[config.mk]
export PLATFORM = sky130hd
export DESIGN_NAME = mant_normalize_pipe_flat
export DESIGN_NICKNAME = d
export VERILOG_FILES = /design/src/rtl/mant_normalize_pipe_if.sv /design/src/rtl/mant_normalize_pipe.sv /design/src/flat_wrapper.sv
export SDC_FILE = /design/constraint.sdc
export NUM_CORES = 1
export LEC_CHECK = 0
export CAP_MARGIN = 15
export CELL_PAD_IN_SITES_DETAIL_PLACEMENT = 1
export CELL_PAD_IN_SITES_GLOBAL_PLACEMENT = 1
export CORE_UTILIZATION = 37
export CTS_BUF_LIST = sky130_fd_sc_hd__clkbuf_4 sky130_fd_sc_hd__clkbuf_8 sky130_fd_sc_hd__clkbuf_16
export CTS_CLUSTER_SIZE = 30
export DETAILED_ROUTE_END_ITERATION = 10
export HOLD_SLACK_MARGIN = 0.1
export PLACE_DENSITY = 0.85
export SYNTH_ARGS = -nofsm -noshare
export SYNTH_HDL_FRONTEND = slang
export SYNTH_SLANG_ARGS = --single-unit
[constraint.sdc]
create_clock -name clk -period 2.4 [get_ports clk]
set_input_delay 0.48 -clock clk [delete_from_list [all_inputs] [get_ports clk]]
set_output_delay 0.48 -clock clk [all_outputs]
set_load 0.005 [all_outputs]
[src/rtl/mant_normalize_pipe_if.sv]
// Stream bundle for the mantissa normaliser: upstream beat, downstream result and the underflow counter.
// master = the side that produces beats and consumes results; slave = the normaliser itself.
`default_nettype none

interface mant_normalize_pipe_if #(
    parameter int EXP_W = 5,
    parameter int UFC_W = 8
);
    logic             in_valid;
    logic             in_ready;
    logic [7:0]       mant_in;
    logic [EXP_W-1:0] exp_in;
    logic [7:0]       lzc_in;

    logic             out_valid;
    logic             out_ready;
    logic [7:0]       mant_out;
    logic [EXP_W-1:0] exp_out;
    logic             zero_out;
    logic             uf_out;

    logic [UFC_W-1:0] uf_count;
    logic             uf_clr;

    modport master (
        output in_valid, mant_in, exp_in, lzc_in, out_ready, uf_clr,
        input  in_ready, out_valid, mant_out, exp_out, zero_out, uf_out, uf_count
    );

    modport slave (
        input  in_valid, mant_in, exp_in, lzc_in, out_ready, uf_clr,
        output in_ready, out_valid, mant_out, exp_out, zero_out, uf_out, uf_count
    );
endinterface

`default_nettype wire

[src/rtl/mant_normalize_pipe.sv]
// Left-normalises a mantissa by the LZC shift, adjusts the exponent, clamps underflow at 0 and counts clamps.
// Two registered stages, 2-cycle latency, 1 beat/cycle; combinational ready chain stalls S1/S2 under backpressure.
`default_nettype none

module mant_normalize_pipe #(
    parameter int EXP_W = 5,
    parameter int UFC_W = 8
) (
    input  logic                  clk,
    input  logic                  rst_n,
    mant_normalize_pipe_if.slave  bus
);

    typedef struct packed {
        logic [7:0]       mant;
        logic [EXP_W-1:0] exp;
        logic [2:0]       sh;
    } s1_t;

    typedef struct packed {
        logic [7:0]       mant;
        logic [EXP_W-1:0] exp;
        logic             zero;
        logic             uf;
    } res_t;

    logic             s1_valid_q;
    logic             s1_valid_d;
    s1_t              s1_q;
    s1_t              s1_d;

    logic             s2_valid_q;
    logic             s2_valid_d;
    res_t             s2_q;
    res_t             s2_d;

    logic [UFC_W-1:0] uf_cnt_q;
    logic [UFC_W-1:0] uf_cnt_d;

    logic             s1_adv;
    logic             s2_adv;
    logic             in_fire;
    logic             s2_load;
    res_t             calc;
    logic [EXP_W-1:0] sh_ext;
    logic             lzc_hi_unused;

    // Only the low three LZC bits carry the count; the rest is intentionally dropped.
    assign lzc_hi_unused = ^bus.lzc_in[7:3];

    always_comb begin
        s2_adv  = !s2_valid_q || bus.out_ready;
        s1_adv  = !s1_valid_q || s2_adv;
        in_fire = bus.in_valid && s1_adv;
        s2_load = s2_adv && s1_valid_q;
    end

    // exp <= sh implies exp < 8, so exp[2:0] is the full clamped shift amount.
    always_comb begin
        calc   = '0;
        sh_ext = {{(EXP_W-3){1'b0}}, s1_q.sh};
        if (s1_q.mant == 8'h00) begin
            calc.zero = 1'b1;
        end else if (s1_q.exp > sh_ext) begin
            calc.mant = s1_q.mant << s1_q.sh;
            calc.exp  = s1_q.exp - sh_ext;
        end else begin
            calc.mant = s1_q.mant << s1_q.exp[2:0];
            calc.uf   = 1'b1;
        end
    end

    always_comb begin
        s1_valid_d = s1_valid_q;
        s1_d       = s1_q;
        if (s1_adv) begin
            s1_valid_d = bus.in_valid;
        end
        if (in_fire) begin
            s1_d.mant = bus.mant_in;
            s1_d.exp  = bus.exp_in;
            s1_d.sh   = bus.lzc_in[2:0];
        end
    end

    always_comb begin
        s2_valid_d = s2_valid_q;
        s2_d       = s2_q;
        if (s2_adv) begin
            s2_valid_d = s1_valid_q;
        end
        if (s2_load) begin
            s2_d = calc;
        end
    end

    // Clear wins over a same-cycle increment.
    always_comb begin
        uf_cnt_d = uf_cnt_q;
        if (bus.uf_clr) begin
            uf_cnt_d = '0;
        end else if (s2_load && calc.uf && (uf_cnt_q != {UFC_W{1'b1}})) begin
            uf_cnt_d = uf_cnt_q + 1'b1;
        end
    end

    always_ff @(posedge clk) begin
        if (!rst_n) begin
            s1_valid_q <= 1'b0;
            s1_q       <= '0;
            s2_valid_q <= 1'b0;
            s2_q       <= '0;
            uf_cnt_q   <= '0;
        end else begin
            s1_valid_q <= s1_valid_d;
            s1_q       <= s1_d;
            s2_valid_q <= s2_valid_d;
            s2_q       <= s2_d;
            uf_cnt_q   <= uf_cnt_d;
        end
    end

    assign bus.in_ready  = s1_adv;
    assign bus.out_valid = s2_valid_q;
    assign bus.mant_out  = s2_q.mant;
    assign bus.exp_out   = s2_q.exp;
    assign bus.zero_out  = s2_q.zero;
    assign bus.uf_out    = s2_q.uf;
    assign bus.uf_count  = uf_cnt_q;

endmodule

`default_nettype wire

[src/flat_wrapper.sv]
// flat-port wrapper written by rule: the top's interface ports become plain ports
module mant_normalize_pipe_flat 
#(
    parameter int EXP_W = 5,
    parameter int UFC_W = 8
)
  (clk, rst_n, bus_in_valid, bus_mant_in, bus_exp_in, bus_lzc_in, bus_out_ready, bus_uf_clr, bus_in_ready, bus_out_valid, bus_mant_out, bus_exp_out, bus_zero_out, bus_uf_out, bus_uf_count);
  mant_normalize_pipe_if #(.EXP_W(EXP_W), .UFC_W(UFC_W)) bus_i ();
  input  logic clk;
  input  logic rst_n;
  input wire logic [$bits(bus_i.in_valid)-1:0] bus_in_valid;
  input wire logic [$bits(bus_i.mant_in)-1:0] bus_mant_in;
  input wire logic [$bits(bus_i.exp_in)-1:0] bus_exp_in;
  input wire logic [$bits(bus_i.lzc_in)-1:0] bus_lzc_in;
  input wire logic [$bits(bus_i.out_ready)-1:0] bus_out_ready;
  input wire logic [$bits(bus_i.uf_clr)-1:0] bus_uf_clr;
  output wire logic [$bits(bus_i.in_ready)-1:0] bus_in_ready;
  output wire logic [$bits(bus_i.out_valid)-1:0] bus_out_valid;
  output wire logic [$bits(bus_i.mant_out)-1:0] bus_mant_out;
  output wire logic [$bits(bus_i.exp_out)-1:0] bus_exp_out;
  output wire logic [$bits(bus_i.zero_out)-1:0] bus_zero_out;
  output wire logic [$bits(bus_i.uf_out)-1:0] bus_uf_out;
  output wire logic [$bits(bus_i.uf_count)-1:0] bus_uf_count;
  assign bus_i.in_valid = bus_in_valid;
  assign bus_i.mant_in = bus_mant_in;
  assign bus_i.exp_in = bus_exp_in;
  assign bus_i.lzc_in = bus_lzc_in;
  assign bus_i.out_ready = bus_out_ready;
  assign bus_i.uf_clr = bus_uf_clr;
  assign bus_in_ready = bus_i.in_ready;
  assign bus_out_valid = bus_i.out_valid;
  assign bus_mant_out = bus_i.mant_out;
  assign bus_exp_out = bus_i.exp_out;
  assign bus_zero_out = bus_i.zero_out;
  assign bus_uf_out = bus_i.uf_out;
  assign bus_uf_count = bus_i.uf_count;
  mant_normalize_pipe #(.EXP_W(EXP_W), .UFC_W(UFC_W)) u_core (.clk(clk), .rst_n(rst_n), .bus(bus_i));
endmodule
==> run metrics, run 1 <==
run status=complete, no violations; Period Utilization, post-route=0.9469; critical path's slowest cell=dfxtp_1; vias in the first global route=2310; final hold viol count=0; Setup crit end kind=flop; worst-path fanout max=6; final setup fails=0; die span in x=a little over 80 um; post-route setup TNS=0 ps; htree depth=2; Commonest cells post-synth=48 x nand2_1, 41 x dfxtp_1, 23 x a21oi_1; routability cong.=0.8649; Peak Freq=0.4400 GHz; switching share of power=0.2920; CTS Buf Count=5; Synth top area share=0.3556; hold crit path type=flop to flop; Pleak=1.189 nW; Setup crit start kind=flop; standard-cell row count=28; clock share of power=0.328; hold-fix buffers at CTS=0; gate count of the mapped netlist=280; asr flop ratio synth=0; arrival time worst endpoint=~2500 ps; WP data required=between 2000 and 3000 ps; net switching power=approximately 0.00053 W; Primary FF master, synth=dfxtp_1; initial antenna violation count=0; average cell area after synthesis=a little over 8 um^2; nets@finish=374; Max-slew headroom=0.5211; Mapped Area=2308 um^2; max_cap viols=0; post-layout util=0.5254; Max clock buf depth=2; Pwr Density=between 500 and 600 nW/um^2; top-count cell post-synth=nand2_1; area growth from synthesis to layout=35.56%; IO Pins=between 50 and 60; Wirelength per Cell=16.83 um; Tmin final=2273 ps; CTS tree=yes; GRT Total Usage=0.2223; initial core utilization=0.3876; net count after synthesis=311; first-pass GRT wire length=11130 um; drt pass-1 iters=4; EDFF count, synth=0; total wire length=7051 um; Peak VDD IR=0.3763 mV; largest net degree at the start of global routing=17; Netlist cell types=65; Internal=0.001278 W; Antenna Nets Post-Route=0; CTS Root Cell=clkbuf_8; Yosys Warn Count=0; drt first-iter violations=around 120; Buffers on Ports=45; # DRC=0; #FFs+latches synth=41; most frequent CP cell=buf_4; sequential area share after synthesis=0.3556; worst skew pair latency=290 ps; DR vias/cell=5.573; Overflow after GRT=0; unrepaired setup endpoints after global routing=no; Worst Setup Path Type=flop to flop; n_diodes=0; DP HPWL=slightly above 5000 um; cells along the critical path=inv_1 -> ha_1 -> and3b_2 -> o211ai_1 -> buf_4 -> nand3_4 -> buf_4 -> mux2i_1 -> o41ai_1 -> a31o_1; worst slew pin tran=711.7 ps; DR vias=~2300; final instance area=3129 um^2; Placed Area=between 2000 and 3000 um^2; Synth area leader=dfxtp_1; Setup Skew=8.649 ps; Die Area=6559 um^2; Synth area leaders=dfxtp_1 36%, nand2_1 7.8%, a21oi_1 5.0%; fin. max-slew vios=0; Clock Pin Slew Worst Setup and Hold Paths=80 ps; layout cells sized above 1=0.1715; clk sinks=41; Reg power frac=0.409; Max stage delay on crit path=350 ps; Core ar.=5956 um^2; Die Y=slightly above 80 um; combinational share of power=0.263
[layer usage]
metal  GRT usage  part of all wire
met5           0                 0
met4     0.07143             0.020
met3     0.03371             0.022
met2      0.4134              0.52
met1      0.2577              0.44
[critical path, delay by kind of cell, from the launching register on]
kind	cells	cell delay, ps
compound gates	3	580
flops	1	350
mux	1	120
buf+inv	3	410
simple gates	2	410
fa+ha+maj	1	350
[metrics by stage]
| step | hold slack, ps | setup slack, ps | std cells | power, W |
|---|---|---|---|---|
| after global placement | 447.1 | 116.6 | 408 | 0.001174 |
| final | 460.0 | 127.4 | 419 | 0.001805 |
| after floorplan | 444.5 | 198.5 | 280 | 0.001020 |
| after detailed placement | 451.4 | 35.44 | 408 | 0.001188 |
| after CTS | 464.6 | 29.26 | 416 | 0.001787 |
| after global routing | 493.2 | 16.55 | 419 | 0.001891 |
[layout by cell type (no fill, tap or decap), types with 3 or more instances in the layout]
cell,synthesis,final
a211oi_1,5,4
clkbuf_8,0,6
nand3_2,2,3
nand4_1,3,3
a22oi_1,9,9
xor2_1,7,7
and3_1,4,3
dfxtp_1,41,41
clkdlybuf4s50_1,0,45
o31ai_1,3,3
a32oi_1,3,3
inv_1,8,8
o21ai_0,8,8
mux2i_1,3,3
ha_1,4,3
o21ai_1,3,3
buf_4,1,27
nand2_1,48,48
a21o_1,3,3
a21oi_1,23,23
nand3_1,11,10
o211ai_1,5,5
nor2_1,20,20
[power by group through the flow]
stage | logic, W | clock network, W | registers, W
detailed placement | 0.000434 | 0 | 0.000754
CTS | 0.000444 | 0.000605 | 0.000739
global placement | 0.000421 | 0 | 0.000753
global route | 0.000518 | 0.000631 | 0.000743
floorplan | 0.000274 | 0 | 0.000747
finish | 0.000474 | 0.000592 | 0.000739
[layout make-up]
class	count	area (um^2)
fill	740	2826
multi-input combinational	215	1411
sequential	41	820.8
timing repair buffer	72	653.1
tap	75	93.84
clock buffer	7	90.09
clock inverter	1	30.03
inverter	8	30.03
[state kept, by name, summed over array words and instances (netlist names)]
register	count
u_core.bus.zero_out	1
u_core.bus.mant_out	8
u_core.bus.exp_out	5
u_core.bus.uf_count	8
u_core.bus.uf_out	1
u_core.s1_q	16
u_core.s1_valid_q	1
u_core.bus.out_valid	1
[what timing repair did]
| action | 4_1_cts | 5_1_grt |
|---|---|---|
| endpoints found under the hold margin | 0 | 0 |
| setup endpoints to repair | 3 | 9 |
| gates resized for setup | 4 | 7 |
| pin swaps | 1 | 4 |
| setup buffers | 0 | 2 |
| gates cloned | 0 | 1 |
[path summary, 6_finish.rpt]
check             slack [ps]  cells after the start                     end                    from
hold / removal           460                      2  u_core.bus.mant_out[3]  u_core.bus.mant_out[3]
hold reg to reg          460                      2  u_core.bus.mant_out[3]  u_core.bus.mant_out[3]
setup reg to reg         130                     10  u_core.bus.mant_out[5]          u_core.s1_q[1]
setup / recovery         130                     10  u_core.bus.mant_out[5]          u_core.s1_q[1]
[cell families (layout without fill, tap and decap cells)]
family / Yosys count / count (layout) / share of synthesized area
mux: 5 / 5 / 0.02276
simple gates: 112 / 113 / 0.2455
fa+ha+maj: 5 / 5 / 0.03035
buf+inv: 25 / 88 / 0.05962
compound gates: 83 / 83 / 0.2520
flops: 41 / 41 / 0.3556
xor+xnor: 9 / 9 / 0.03415
Power figures use the tool's default switching activity.
==> run 2: changes to the inputs <==
--- a/config.mk
+++ b/config.mk
@@ -8,6 +8,7 @@
 export CAP_MARGIN = 15
 export CELL_PAD_IN_SITES_DETAIL_PLACEMENT = 1
 export CELL_PAD_IN_SITES_GLOBAL_PLACEMENT = 1
+export CORE_ASPECT_RATIO = 1.2
 export CORE_UTILIZATION = 37
 export CTS_BUF_LIST = sky130_fd_sc_hd__clkbuf_4 sky130_fd_sc_hd__clkbuf_8 sky130_fd_sc_hd__clkbuf_16
 export CTS_CLUSTER_SIZE = 30
==> run metrics, run 2 (synthesized netlist as in run 1, its figures left out) <==
Peak VDD IR=0.2186 mV (-42%); post-layout util=0.5024 (-0.02303); fin cells=419 (unchanged); routability cong.=0.8755 (+1.2%); final hold viol count=0 (unchanged); final instance area=3020 um^2 (-3.5%); Setup Skew=9.587 ps (+0.9384 ps); switching share of power=0.3063 (+0.01434); # DRC=0 (unchanged); Die Y=88.53 um (+9.3%); WP data required=2570 ps (-60 ps); WL met2=3411 um (-7.4%); layout cells sized above 1=0.1484 (-0.02314); clock share of power=0.284 (-0.044); Wirelength per Cell=15.26 um (-9.3%); Buf/Inv on CP=2 (-1); combinational share of power=0.265 (+0.002); Antenna Nets Post-Route=0 (unchanged); WL met1=2685 um (-13%); top sig layer=met4; Setup crit start kind=flop; Peak Freq=0.4479 GHz (+1.8%); nets@finish=368 (-1.6%); Buffers on Ports=45 (unchanged); Pwr Density=543.3 nW/um^2 (-5.8%); DR vias=2278 (-2.4%); Period Utilization, post-route=0.9304 (-0.01657); Max clock buf depth=2 (unchanged); Max stage delay on crit path=420 ps (+70 ps); Core ar.=6012 um^2 (+0.95%); n_diodes=0 (unchanged); critical path's slowest cell=ha_2; cells along the critical path=inv_1 -> ha_2 -> nand3b_1 -> a211oi_2 -> nor3_2 -> buf_4 -> and3_2 -> o211ai_1 -> o211ai_1; CTS Buf Count=5 (unchanged); Worst Hold Slack=459.7 ps (-0.3210 ps); run status=complete, no violations; hold crit path type=flop to flop; max_cap viols=0 (unchanged); final setup fails=0 (unchanged); Die Area=6560 um^2 (about the same); Pleak=1.123 nW (-5.5%); clk sinks=41 (unchanged); Setup crit end kind=flop; unrepaired setup endpoints after global routing=yes; htree depth=2 (unchanged); commonest cells after routing, fill and taps aside=48 x nand2_1, 45 x clkdlybuf4s50_1, 41 x dfxtp_1, 23 x a21oi_1, 22 x buf_4; hold-fix buffers at CTS=0 (unchanged); DR vias/cell=5.437 (-2.4%); initial core utilization=0.3840 (-0.003630); standard-cell row count=31 (+11%); drt pass-1 iters=4 (unchanged); worst skew pair latency=290 ps (about the same); largest net degree at the start of global routing=25 (+8); CTS Root Cell=clkbuf_8; DP HPWL=5104 um (+1.0%); most common cell after layout, fill and taps aside=nand2_1; Reg power frac=0.452 (+0.043); max reg flops=16 (unchanged); net switching power=0.0005027 W (-4.6%); worst-path fanout max=8 (+2); worst slew pin tran=555.0 ps (-156.7 ps); Placed Area=2919 um^2 (-0.47%); Clock Pin Slew Worst Setup and Hold Paths=80 ps (about the same); arrival time worst endpoint=2410 ps (-100 ps); Placed Instances=412 (+0.98%); GRT Total Usage=0.2166 (-0.005772); Overflow after GRT=0 (unchanged); Tmin final=2233 ps (-39.76 ps); post-route setup TNS=0 ps (unchanged); Worst Setup Path Type=flop to flop; area growth from synthesis to layout=30.84%; IO Pins=51 (unchanged); fin. max-slew vios=0 (unchanged); fill count=743 (+0.41%); setup bufs post-CTS=0 (unchanged); vias in the first global route=2356 (+2.0%); die span in x=74.11 um (-8.5%); first-pass GRT wire length=10980 um (-1.4%); delay-heaviest family, CP=compound AO/OA/AOI/OAI gates; Internal=0.001138 W (-11%); metal3 WL=159 um (+1.9%); Max-slew headroom=0.6266 (+0.1054); drt first-iter violations=71 (-42%); most frequent CP cell=o211ai_1; largest register by flop count=u_core.s1_q; CTS tree=yes; total wire length=6393 um (-9.3%); initial antenna violation count=0 (unchanged); CTS resizes=0 (-4)
==> run 2: worst paths after layout <==
check / from / end / slack, ps / depth (start not counted)
setup / recovery: u_core.s1_q[2] / u_core.bus.mant_out[6] / 170 / 9
setup reg to reg: u_core.s1_q[2] / u_core.bus.mant_out[6] / 170 / 9
hold / removal: u_core.bus.zero_out / u_core.bus.zero_out / 460 / 2
hold reg to reg: u_core.bus.zero_out / u_core.bus.zero_out / 460 / 2
==> run 2: area by class of cell <==
type / count / area, um^2 / share of cell area
Timing Repair Buffer: 67 / 615.6 / 0.2038
Clock buffer: 6 / 82.58 / 0.02734
Tap cell: 82 / 102.6 / 0.03397
Clock inverter: 1 / 7.507 / 0.002485
Multi-Input combinational cell: 214 / 1361 / 0.4507
Inverter: 8 / 30.03 / 0.009942
Sequential cell: 41 / 820.8 / 0.2717
==> run 2: routing by layer <==
metal / up-vias / track usage
li1: 1119 / -
met2: 43 / 0.3967
met1: 1104 / 0.2490
met3: 12 / 0.03645
met4: 0 / 0.07867
met5: - / 0
==> run 2: metrics by stage <==
| stage | power, W | setup WS (ps) |
|---|---|---|
| after CTS | 0.001647 | 7.723 |
| final | 0.001641 | 167.1 |
| after floorplan | 0.001020 | 198.5 |
| after detailed placement | 0.001184 | 66.86 |
| after global placement | 0.001167 | 128.7 |
| after global routing | 0.001728 | -47.34 |
==> run 2: power groups by stage <==
stage / logic [W] / registers, W / clock network (W)
2_1_floorplan: 0.000274 / 0.000747 / 0
3_3_place_gp: 0.000412 / 0.000755 / 0
3_5_place_dp: 0.000428 / 0.000757 / 0
4_1_cts: 0.000430 / 0.000741 / 0.000476
5_1_grt: 0.000480 / 0.000746 / 0.000503
6_report: 0.000434 / 0.000741 / 0.000466
==> run 2: worst register-to-register path: cells and delay by family (launching register included) <==
kind / cells / cell delay [ps]
adders and majority gates: 1 / 420
AOI/OAI and AO/OA: 3 / 640
and+or+nand+nor: 3 / 500
buffers and inverters: 2 / 230
DFF: 1 / 330
==> run 3: changes to the inputs <==
--- a/config.mk
+++ b/config.mk
@@ -5,7 +5,7 @@
 export SDC_FILE = /design/constraint.sdc
 export NUM_CORES = 1
 export LEC_CHECK = 0
-export CAP_MARGIN = 15
+export CAP_MARGIN = 5
 export CELL_PAD_IN_SITES_DETAIL_PLACEMENT = 1
 export CELL_PAD_IN_SITES_GLOBAL_PLACEMENT = 1
 export CORE_ASPECT_RATIO = 1.2
@@ -14,7 +14,7 @@
 export CTS_CLUSTER_SIZE = 30
 export DETAILED_ROUTE_END_ITERATION = 10
 export HOLD_SLACK_MARGIN = 0.1
-export PLACE_DENSITY = 0.85
+export PLACE_DENSITY_LB_ADDON = 0.1
 export SYNTH_ARGS = -nofsm -noshare
 export SYNTH_HDL_FRONTEND = slang
 export SYNTH_SLANG_ARGS = --single-unit
==> run metrics, run 3 (synthesized netlist as in run 1, its figures left out) <==
run status=complete, no violations; most common cell after layout, fill and taps aside=nand2_1; Buffers on Ports=45 (unchanged); Antenna Nets Post-Route=0 (unchanged); worst skew pair latency=300 ps (about the same); Tmin final=2259 ps (+26.21 ps); reg2reg path depth=9 (unchanged); fin. max-slew vios=0 (unchanged); largest net degree at the start of global routing=30 (+20%); vias in the first global route=2349 (-0.30%); routability cong.=0.8354 (-4.6%); Clock Pin Slew Worst Setup and Hold Paths=90 ps (about the same); Setup crit start kind=flop; CTS Buf Count=5 (unchanged); hold-fix buffers at CTS=0 (unchanged); WP data required=2630 ps (+60 ps); largest register by flop count=u_core.s1_q; post-layout util=0.5111 (+0.008741); Pleak=1.152 nW (+2.6%); unrepaired setup endpoints after global routing=no; DR vias/cell=5.403 (-0.62%); final hold viol count=0 (unchanged); Core ar.=6012 um^2 (unchanged); Max-slew headroom=0.6050 (-0.02156); DR vias=2280 (+0.088%); Setup Skew=8.949 ps (-0.6376 ps); Peak VDD IR=0.2692 mV (+23%); nets@finish=370 (+0.54%); # DRC=0 (unchanged); first-pass GRT wire length=11050 um (+0.63%); CTS tree=yes; Setup crit end kind=flop; commonest cells after routing, fill and taps aside=48 x nand2_1, 45 x clkdlybuf4s50_1, 41 x dfxtp_1, 23 x a21oi_1, 23 x buf_4; IO Pins=51 (unchanged); n_diodes=0 (unchanged); initial core utilization=0.3840 (unchanged); standard-cell row count=31 (unchanged); htree depth=2 (unchanged); worst slew pin tran=592.5 ps (+37.46 ps); post-route setup TNS=0 ps (unchanged); GRT Total Usage=0.2204 (+0.003799); worst-path fanout max=8 (unchanged); max_cap viols=0 (unchanged); initial antenna violation count=0 (unchanged); arrival time worst endpoint=2490 ps (+80 ps); Max clock buf depth=2 (unchanged); Die Area=6560 um^2 (unchanged); Worst Setup Path Type=flop to flop; drt pass-1 iters=4 (unchanged); layout cells sized above 1=0.1471 (-0.001309); Period Utilization, post-route=0.9413 (+0.01092); Pwr Density=548.6 nW/um^2 (+0.98%); CTS Root Cell=clkbuf_8; die span in x=74.11 um (unchanged); Peak Freq=0.4427 GHz (-1.2%); Overflow after GRT=0 (unchanged); DP HPWL=4972 um (-2.6%); area growth from synthesis to layout=33.12%; total wire length=6567 um (+2.7%); fill count=756 (+1.7%); drt first-iter violations=90 (+27%); hold path depth=2 (unchanged); hold crit path type=flop to flop; max reg flops=16 (unchanged); Worst Hold Slack=451.3 ps (-8.368 ps); Die Y=88.53 um (unchanged); Wirelength per Cell=15.56 um (+2.0%); final setup fails=0 (unchanged); clk sinks=41 (unchanged)
-- run 3: layout make-up --
cell class,count,area [um^2],share of cell area
clock buffer,6,82.58,0.02687
clock inverter,2,13.76,0.004479
inverter,8,30.03,0.009772
multi-input combinational,214,1380,0.4491
sequential,41,820.8,0.2671
tap,82,102.6,0.03339
timing repair buffer,69,643.1,0.2093
-- run 3: worst max-delay path, cell delays in order (launching register included) --
cell and delay (ps):
dfxtp_1 340, inv_1 60, ha_2 430, nand3b_1 110
buf_4 170, a211oi_4 290, or3_1 230, nand2_1 80
a211o_1 310, a31oi_1 170
-- run 3: per-layer routing --
layer	up-vias	GRT usage	share of wire
met5	-	0	0
li1	1121	-	-
met4	0	0.09266	0.022
met3	12	0.04214	0.031
met1	1099	0.2641	0.44
met2	48	0.3810	0.50
-- run 3: power by group --
group	internal, W	total (W)	switching (W)
clock	0.000233	0.000494	0.000261
combinational	0.000210	0.000452	0.000242
sequential	0.000709	0.000739	0.0000306
total	0.00115	0.00169	0.000533
-- run 3: repair_timing --
action | in CTS | in global routing
setup endpoints to repair | 0 | 12
endpoints found under the hold margin | 0 | 0
buffers inserted | 0 | 1
gates resized for setup | 0 | 5
-- run 3: through the flow --
step                      total power (W)  cell area [um^2]  instances  worst slack, ps
after floorplan                  0.001020              2308        280            198.5
after global placement           0.001178              2939        413            134.8
after detailed placement         0.001190              2939        413            97.79
after CTS                        0.001683              3035        421            83.61
after global routing             0.001789              3073        422            8.762
final                            0.001686              3073        422            140.9
-- run 3: worst paths after layout --
kind                               start                endpoint  slack, ps
setup / recovery          u_core.s1_q[2]  u_core.bus.mant_out[4]        140
hold / removal    u_core.bus.mant_out[3]  u_core.bus.mant_out[3]        450
setup reg to reg          u_core.s1_q[2]  u_core.bus.mant_out[4]        140
hold reg to reg   u_core.bus.mant_out[3]  u_core.bus.mant_out[3]        450
